`src/rtl/stim_seq_gen.sv`:
```
// Stimulus sequencer: drives a DUT reset preamble, then streams a programmable
// data sequence (inc/dec/LFSR/hold) over a valid/ready handshake.
module stim_seq_gen #(
   parameter int                 WIDTH      = 16,
   parameter int                 COUNT_W    = 16,
   parameter int                 RST_CYCLES = 2,
   parameter logic [WIDTH-1:0]   LFSR_TAPS  = WIDTH'(16'hB400)
) (
   input  logic               clk,
   input  logic               rst,
   input  logic               start,
   input  logic               abort,
   input  logic [1:0]         cfg_mode,
   input  logic [WIDTH-1:0]   cfg_seed,
   input  logic [WIDTH-1:0]   cfg_step,
   input  logic [COUNT_W-1:0] cfg_count,
   input  logic               stim_ready,
   output logic               dut_rst,
   output logic [WIDTH-1:0]   stim_data,
   output logic               stim_valid,
   output logic [COUNT_W-1:0] iter_cnt,
   output logic               busy,
   output logic               done
);

   localparam int          RW      = (RST_CYCLES > 1) ? $clog2(RST_CYCLES) : 1;
   localparam logic [RW-1:0] RC_LAST = RW'(RST_CYCLES - 1);

   typedef enum logic [1:0] {
      S_IDLE  = 2'd0,
      S_RESET = 2'd1,
      S_RUN   = 2'd2,
      S_DONE  = 2'd3
   } state_t;

   state_t             state_q, state_d;
   logic [RW-1:0]      rcnt_q, rcnt_d;
   logic [1:0]         mode_q, mode_d;
   logic [WIDTH-1:0]   step_q, step_d;
   logic [COUNT_W-1:0] count_q, count_d;
   logic [WIDTH-1:0]   data_q, data_d;
   logic [COUNT_W-1:0] iter_q, iter_d;
   logic               done_q, done_d;

   function automatic logic [WIDTH-1:0] next_val(input logic [1:0] m,
                                                 input logic [WIDTH-1:0] d,
                                                 input logic [WIDTH-1:0] s);
      logic [WIDTH-1:0] r;
      r = d;
      case (m)
         2'd0:    r = d + s;
         2'd1:    r = d - s;
         2'd2:    r = d[0] ? ((d >> 1) ^ LFSR_TAPS) : (d >> 1);
         default: r = d;
      endcase
      return r;
   endfunction

   always_ff @(posedge clk) begin
      if (rst) begin
         state_q <= S_IDLE;
         rcnt_q  <= '0;
         mode_q  <= '0;
         step_q  <= '0;
         count_q <= '0;
         data_q  <= '0;
         iter_q  <= '0;
         done_q  <= 1'b0;
      end else begin
         state_q <= state_d;
         rcnt_q  <= rcnt_d;
         mode_q  <= mode_d;
         step_q  <= step_d;
         count_q <= count_d;
         data_q  <= data_d;
         iter_q  <= iter_d;
         done_q  <= done_d;
      end
   end

   always_comb begin
      state_d = state_q;
      rcnt_d  = rcnt_q;
      mode_d  = mode_q;
      step_d  = step_q;
      count_d = count_q;
      data_d  = data_q;
      iter_d  = iter_q;
      done_d  = done_q;
      case (state_q)
         S_IDLE, S_DONE: begin
            // start beats a simultaneous abort here; abort alone is a no-op
            if (start) begin
               mode_d  = cfg_mode;
               step_d  = cfg_step;
               count_d = cfg_count;
               data_d  = (cfg_mode == 2'd2 && cfg_seed == '0) ? WIDTH'(1) : cfg_seed;
               iter_d  = '0;
               done_d  = 1'b0;
               rcnt_d  = '0;
               state_d = S_RESET;
            end
         end
         S_RESET: begin
            if (abort) begin
               done_d  = 1'b0;
               state_d = S_IDLE;
            end else if (rcnt_q == RC_LAST) begin
               state_d = (count_q == '0) ? S_DONE : S_RUN;
               done_d  = (count_q == '0);
            end else begin
               rcnt_d = rcnt_q + 1'b1;
            end
         end
         S_RUN: begin
            // abort discards a transfer offered on the same cycle
            if (abort) begin
               done_d  = 1'b0;
               state_d = S_IDLE;
            end else if (stim_ready) begin
               iter_d = iter_q + 1'b1;
               data_d = next_val(mode_q, data_q, step_q);
               if (iter_d == count_q) begin
                  done_d  = 1'b1;
                  state_d = S_DONE;
               end
            end
         end
         default: state_d = S_IDLE;
      endcase
   end

   assign dut_rst    = (state_q == S_RESET);
   assign stim_valid = (state_q == S_RUN);
   assign busy       = (state_q == S_RESET) || (state_q == S_RUN);
   assign stim_data  = data_q;
   assign iter_cnt   = iter_q;
   assign done       = done_q;

endmodule

```
`config.mk`:
```
export PLATFORM = sky130hd
export DESIGN_NAME = stim_seq_gen
export DESIGN_NICKNAME = d
export VERILOG_FILES = /design/src/rtl/stim_seq_gen.sv
export SDC_FILE = /design/constraint.sdc
export NUM_CORES = 1
export LEC_CHECK = 0
export CAP_MARGIN = 20
export CORE_MARGIN = 10
export CORE_UTILIZATION = 30
export CTS_CLUSTER_DIAMETER = 100
export DETAILED_ROUTE_END_ITERATION = 8
export DONT_BUFFER_PORTS = 1
export PLACE_DENSITY_LB_ADDON = 0.05
export SLEW_MARGIN = 20
export SYNTH_ARGS = -nofsm -noshare
export SYNTH_HDL_FRONTEND = slang
export SYNTH_SLANG_ARGS = --single-unit
export TNS_END_PERCENT = 5
```
`constraint.sdc`:
```
create_clock -name clk -period 3.7 [get_ports clk]
set_input_delay 1.11 -clock clk [delete_from_list [all_inputs] [get_ports clk]]
set_output_delay 1.11 -clock clk [all_outputs]
set_load 0.01 [all_outputs]
```
# Yosys cells after proc, flatten, opt, wreduce, memory -nomap -nowiden
# Index checks and enable logic that the tools add are counted.
[totals]
output_inout_bits = 36
register_bits = 70
wordCells = 71
in_bits = 55
[classes]
bitwise_logic = 1
reduce_logical = 14
add_sub_neg = 4
muxes = 29
eq_ne = 15
[op_table]
columns = ["op", "n"]
rows = [
  ["$mux 16", 8],
  ["$pmux 16 s2", 2],
  ["$pmux 16 s3", 1],
  ["$logic_not 16->1", 2],
  ["$add 16x1->16 const B", 1],
  ["$add 16x16->16", 1],
  ["$eq 16x16->1", 1],
  ["$sub 16x16->16", 1],
  ["$mux 2", 6],
  ["$mux 1", 9],
  ["$eq 2x2->1 const B", 4],
  ["$ne 2x2->1 const B", 4],
  ["$reduce_and 4->1", 2],
  ["$ne 3x2->1 const B", 2],
  ["$pmux 2 s3", 1],
  ["$reduce_and 5->1", 1],
  ["$eq 2x1->1 const B", 2],
  ["$logic_not 2->1", 2],
  ["$ne 4x1->1 const B", 1],
  ["$not 3->4", 1],
  ["$reduce_bool 2->1", 2],
  ["$ne 3x3->1 const B", 1],
  ["$pmux 1 s3", 1],
  ["$reduce_and 3->1", 1],
  ["6 further kinds", 6],
]

# Logic depth before layout (Yosys ltp)
[logic_depth]
word_depth = 6
mapped_depth = 14
depth_no_buf = 13

# Worst setup path before layout
# No wires, ideal clock.
[synth_path]
path_kind = "register to register"
from = "register step_q[6]"
to = "register data_q[15], in the netlist stim_data[15]"
t_required_ps = 3574
setup_ps = 126
stages_incl_launch_ff = 14
arrival_ps = 2721
n_path_buf = 1
path_slack_ps = 853
period_less_slack_ps = 2847
cell_sequence = "dfxtp_1 > or4_1 > nand4b_1 > o21ai_0 > xor2_1 > ha_1 > clkbuf_1 > a21o_1 > a21oi_1 > inv_1 > a311oi_1 > o21bai_1 > mux2i_1 > o21ai_0"
[synth_between]
elab_chain_cells = 5
elab_cells_between_ends = 6
cone_classes = "add/sub: 2; mux: 4"
[synth_rtl]
columns = ["item", "line_no", "text"]
rows = [
  ["start: declaration", "39", "logic [WIDTH-1:0] step_q, step_d;"],
  ["start signal: assignment", "73", "step_q <= step_d;"],
  ["$sub 16x16->16 or $add 16x16->16 (tied branches)", "52, 51", ""],
  ["$pmux 16 s3 *", "50", "case (m)"],
  ["$mux 16 *", "120", "end else if (stim_ready) begin"],
  ["$mux 16 *", "117", "if (abort) begin"],
  ["$pmux 16 s2 *", "90", "case (state_q)"],
  ["end signal: assignment", "75", "data_q <= data_d;"],
  ["end: declaration", "41", "logic [WIDTH-1:0] data_q, data_d;"],
]
# Every way passes the cells marked *; elsewhere a longest branch is shown, timed or not. The select of a mux whose other input is x is not followed.
# A chain may end at the register's enable or synchronous reset.

# Final worst setup path
[layout_path]
from = "register step_q[2]"
to = "register data_q[15], in the netlist stim_data[15]"
# The elaborated chain is that of the path after synthesis.

==> metrics.txt <==
sequential area share after synthesis 29.47%; Die H 145.9 µm; Data required, critical path about 3900 ps; Flop pwr share between 20 and 30%; CTS max path bufs 2; clock sink total 70; Int Pwr roughly 0.0021 W; Setup Buffers After CTS 0; FMAX about 310 MHz; Post-synth EDFFs 0; Fillers approximately 1600; clock root cell clkbuf_16; pin count of the biggest net entering global routing 75; area grow syn2layout 10.84%; htree depth 3; initial core utilization slightly above 30%; RSZ-0062 raised after global routing no; layout cells sized above 1 under 10%; Post-route DRC 0; setup TNS 0 ps; FF+latch count, synth 70; hold buffers post-CTS 0; combinational power share between 40 and 50%; post-route minimum period about 3200 ps; Pleak ~2.0 nW; syn nets between 700 and 800; Max Fanout on Critical Path 10; Rows 45; clk_skew 4.785 ps; Clk pwr share 26.1%; CTS buffer count 9; DRT iter0 DRCs 303; Slew Limit Headroom about half; vias per inst around 5.4; IO buf count 0; Max Cap Viol 0; vias in the first global route between 4000 and 5000; ys flop type dfxtp_1; first-pass GRT wire length ~26000 µm; status finished, final reports clean; Non-Filler Cell Area, Final between 0.005 and 0.006 mm²; CTS tree built; # setup viols final 0; die width roughly 150 µm; DR WL/cell around 20 µm; Max VDD drop ~0.00027 V; critical path class flip-flop to flip-flop; DP HPWL around 13000 µm; cells after synthesis 650; Worst Max-Slew Pin Slew approximately 750 ps; core area between 0.015 and 0.02 mm²; drt total wl approximately 17000 µm; Power Dens Cells around 700 mW/mm²; gp weighted congestion about 0.9; Pre-antenna DRT Iters 5; die footprint roughly 0.021 mm²; worst hold-check path type flip-flop to flip-flop; Synth async-reset ratio 0%; mapped cell area ~0.0048 mm²; Vias roughly 4500; crit path DAT 3470 ps; clock slew seen by the registers of the worst setup and hold paths 60 ps; CTS resizes 0; final net count 707; total grt overflow 0; Switching Power roughly 0.0016 W; post-synth cell types 60; Final Hold Vio Count 0; initial antenna violation count 0; Skew-Pair Late Insertion Delay roughly 350 ps; post-route antenna net violation count 0; Setup crit start kind flip-flop; gr usage total 15.46%; synthesized area per cell ~7.3 µm²; Ys Warns 0; Tcrit/Tclk final a little under 90%; Area after DPL around 0.0049 mm²; Layout Utilization ~34%; Ports 91; Net Sw Frac 42.84%; crit end category flip-flop; Final Max Slew Viols 0; ANT cells 0
-- worst max-delay path, cell delays in order (launching register included) --
cell	delay, ps
dfxtp_1	370
nor4_1	550
nand4b_1	210
o21ai_0	220
xor2_1	310
ha_1	390
a21o_1	190
a21oi_1	200
inv_1	60
a311oi_1	270
o21bai_1	110
mux2i_1	140
o21ai_0	90
-- through the flow --
stage                     power [W]  hold slack, ps  std cells  setup WS (ps)
after floorplan            0.002322           447.8        650          853.3
after global placement     0.002773           455.2        832          459.3
after detailed placement   0.002773           456.5        832          483.9
after CTS                  0.003776           465.4        848          472.5
after global routing       0.004040           485.4        848          133.1
final                      0.003743           459.0        848          455.7
-- sequential cells by signal, indices dropped and copies added (netlist names) --
signal	flops
state_q	2
stim_data	16
iter_cnt	16
step_q	16
count_q	16
mode_q	2
rcnt_q	1
done	1
-- cells in the final DEF, fill, tap and decap left out, types with 15 or more instances in the layout --
cell type	n
nand2_1	120
a21oi_1	80
dfxtp_1	70
nor2_1	51
xnor2_1	28
o21ai_0	24
nor3_1	22
inv_1	18
ha_1	18
xor2_1	17
nand3_1	15
-- final timing paths --
path / endpoint / slack, ps / cells after the start / start
setup reg to reg: stim_data[15]$_SDFFE_PP0P_ / 460 / 12 / step_q[2]$_SDFFE_PP0P_
setup / recovery: stim_data[15]$_SDFFE_PP0P_ / 460 / 12 / step_q[2]$_SDFFE_PP0P_
hold reg to reg: step_q[15]$_SDFFE_PP0P_ / 460 / 2 / step_q[15]$_SDFFE_PP0P_
hold / removal: step_q[15]$_SDFFE_PP0P_ / 460 / 2 / step_q[15]$_SDFFE_PP0P_
-- power groups by stage --
stage,Clock (W),Sequential [W],Combinational [W]
6_report,0.000977,0.00106,0.00171
5_1_grt,0.00104,0.00108,0.00192
4_1_cts,0.00101,0.00106,0.00170
3_5_place_dp,0,0.00108,0.00169
3_3_place_gp,0,0.00108,0.00169
2_1_floorplan,0,0.00100,0.00132
-- final cells by class --
type	count	area [µm²]	area share, %
flip-flops and latches	70	1401	26.59
repair buffers	9	67.56	1.282
well taps	211	264.0	5.009
clock inverters	7	102.6	1.947
inverters	19	71.32	1.353
multi-input cells	523	3138	59.54
clock buffers	9	225.2	4.274
-- metal layers --
| layer | wire, µm | up-vias | global-route usage, % |
|---|---|---|---|
| met5 | 0 | - | 0 |
| met4 | 184 | 0 | 3.488 |
| met3 | 1321 | 15 | 5.930 |
| met2 | 6812 | 104 | 21.95 |
| met1 | 8333 | 2146 | 21.38 |
| li1 | - | 2279 | - |
-- cells by family (layout without fill, tap and decap cells) --
| group | Yosys count | count (layout) | synth area share (%) |
|---|---|---|---|
| DFF | 70 | 70 | 29.47 |
| xor gates and xnor gates | 45 | 45 | 8.290 |
| buffers and inverters | 57 | 44 | 4.579 |
| AOI/OAI and AO/OA | 173 | 173 | 22.92 |
| adders and majority gates | 20 | 20 | 5.421 |
| muxes | 10 | 10 | 2.105 |
| and+or+nand+nor | 275 | 275 | 27.21 |
-- cells in the mapped netlist (2+ instances only) --
master	number	area, µm²
o311ai_0	2	17.52
ha_1	19	237.7
a21o_1	10	75.07
xnor2_1	28	245.2
a31oi_1	5	31.28
nor2b_1	4	25.02
nand2_1	120	450.4
o32ai_1	2	17.52
nand4b_1	2	17.52
xor2_1	17	148.9
inv_1	18	67.56
nor4_1	13	81.33
and3_1	6	37.54
or4_1	4	30.03
and4_1	2	17.52
and4b_1	3	30.03
or2_2	3	18.77
a211o_1	3	26.28
and2_1	2	12.51
a221oi_1	2	17.52
o21bai_1	5	37.54
o21ai_0	24	120.1
buf_2	3	15.01
buf_1	2	7.510
a21oi_1	80	400.4
o41ai_1	3	26.28
nand3_1	15	75.07
dfxtp_1	70	1401
o22ai_1	2	12.51
clkbuf_1	33	123.9
nor2_1	51	191.4
a211oi_1	8	60.06
nand2b_1	10	62.56
o211ai_1	13	97.59
mux2i_1	10	100.1
nor3_1	22	110.1
nand4_1	8	50.05
or3_1	4	25.02
Power figures use the tool's default switching activity.
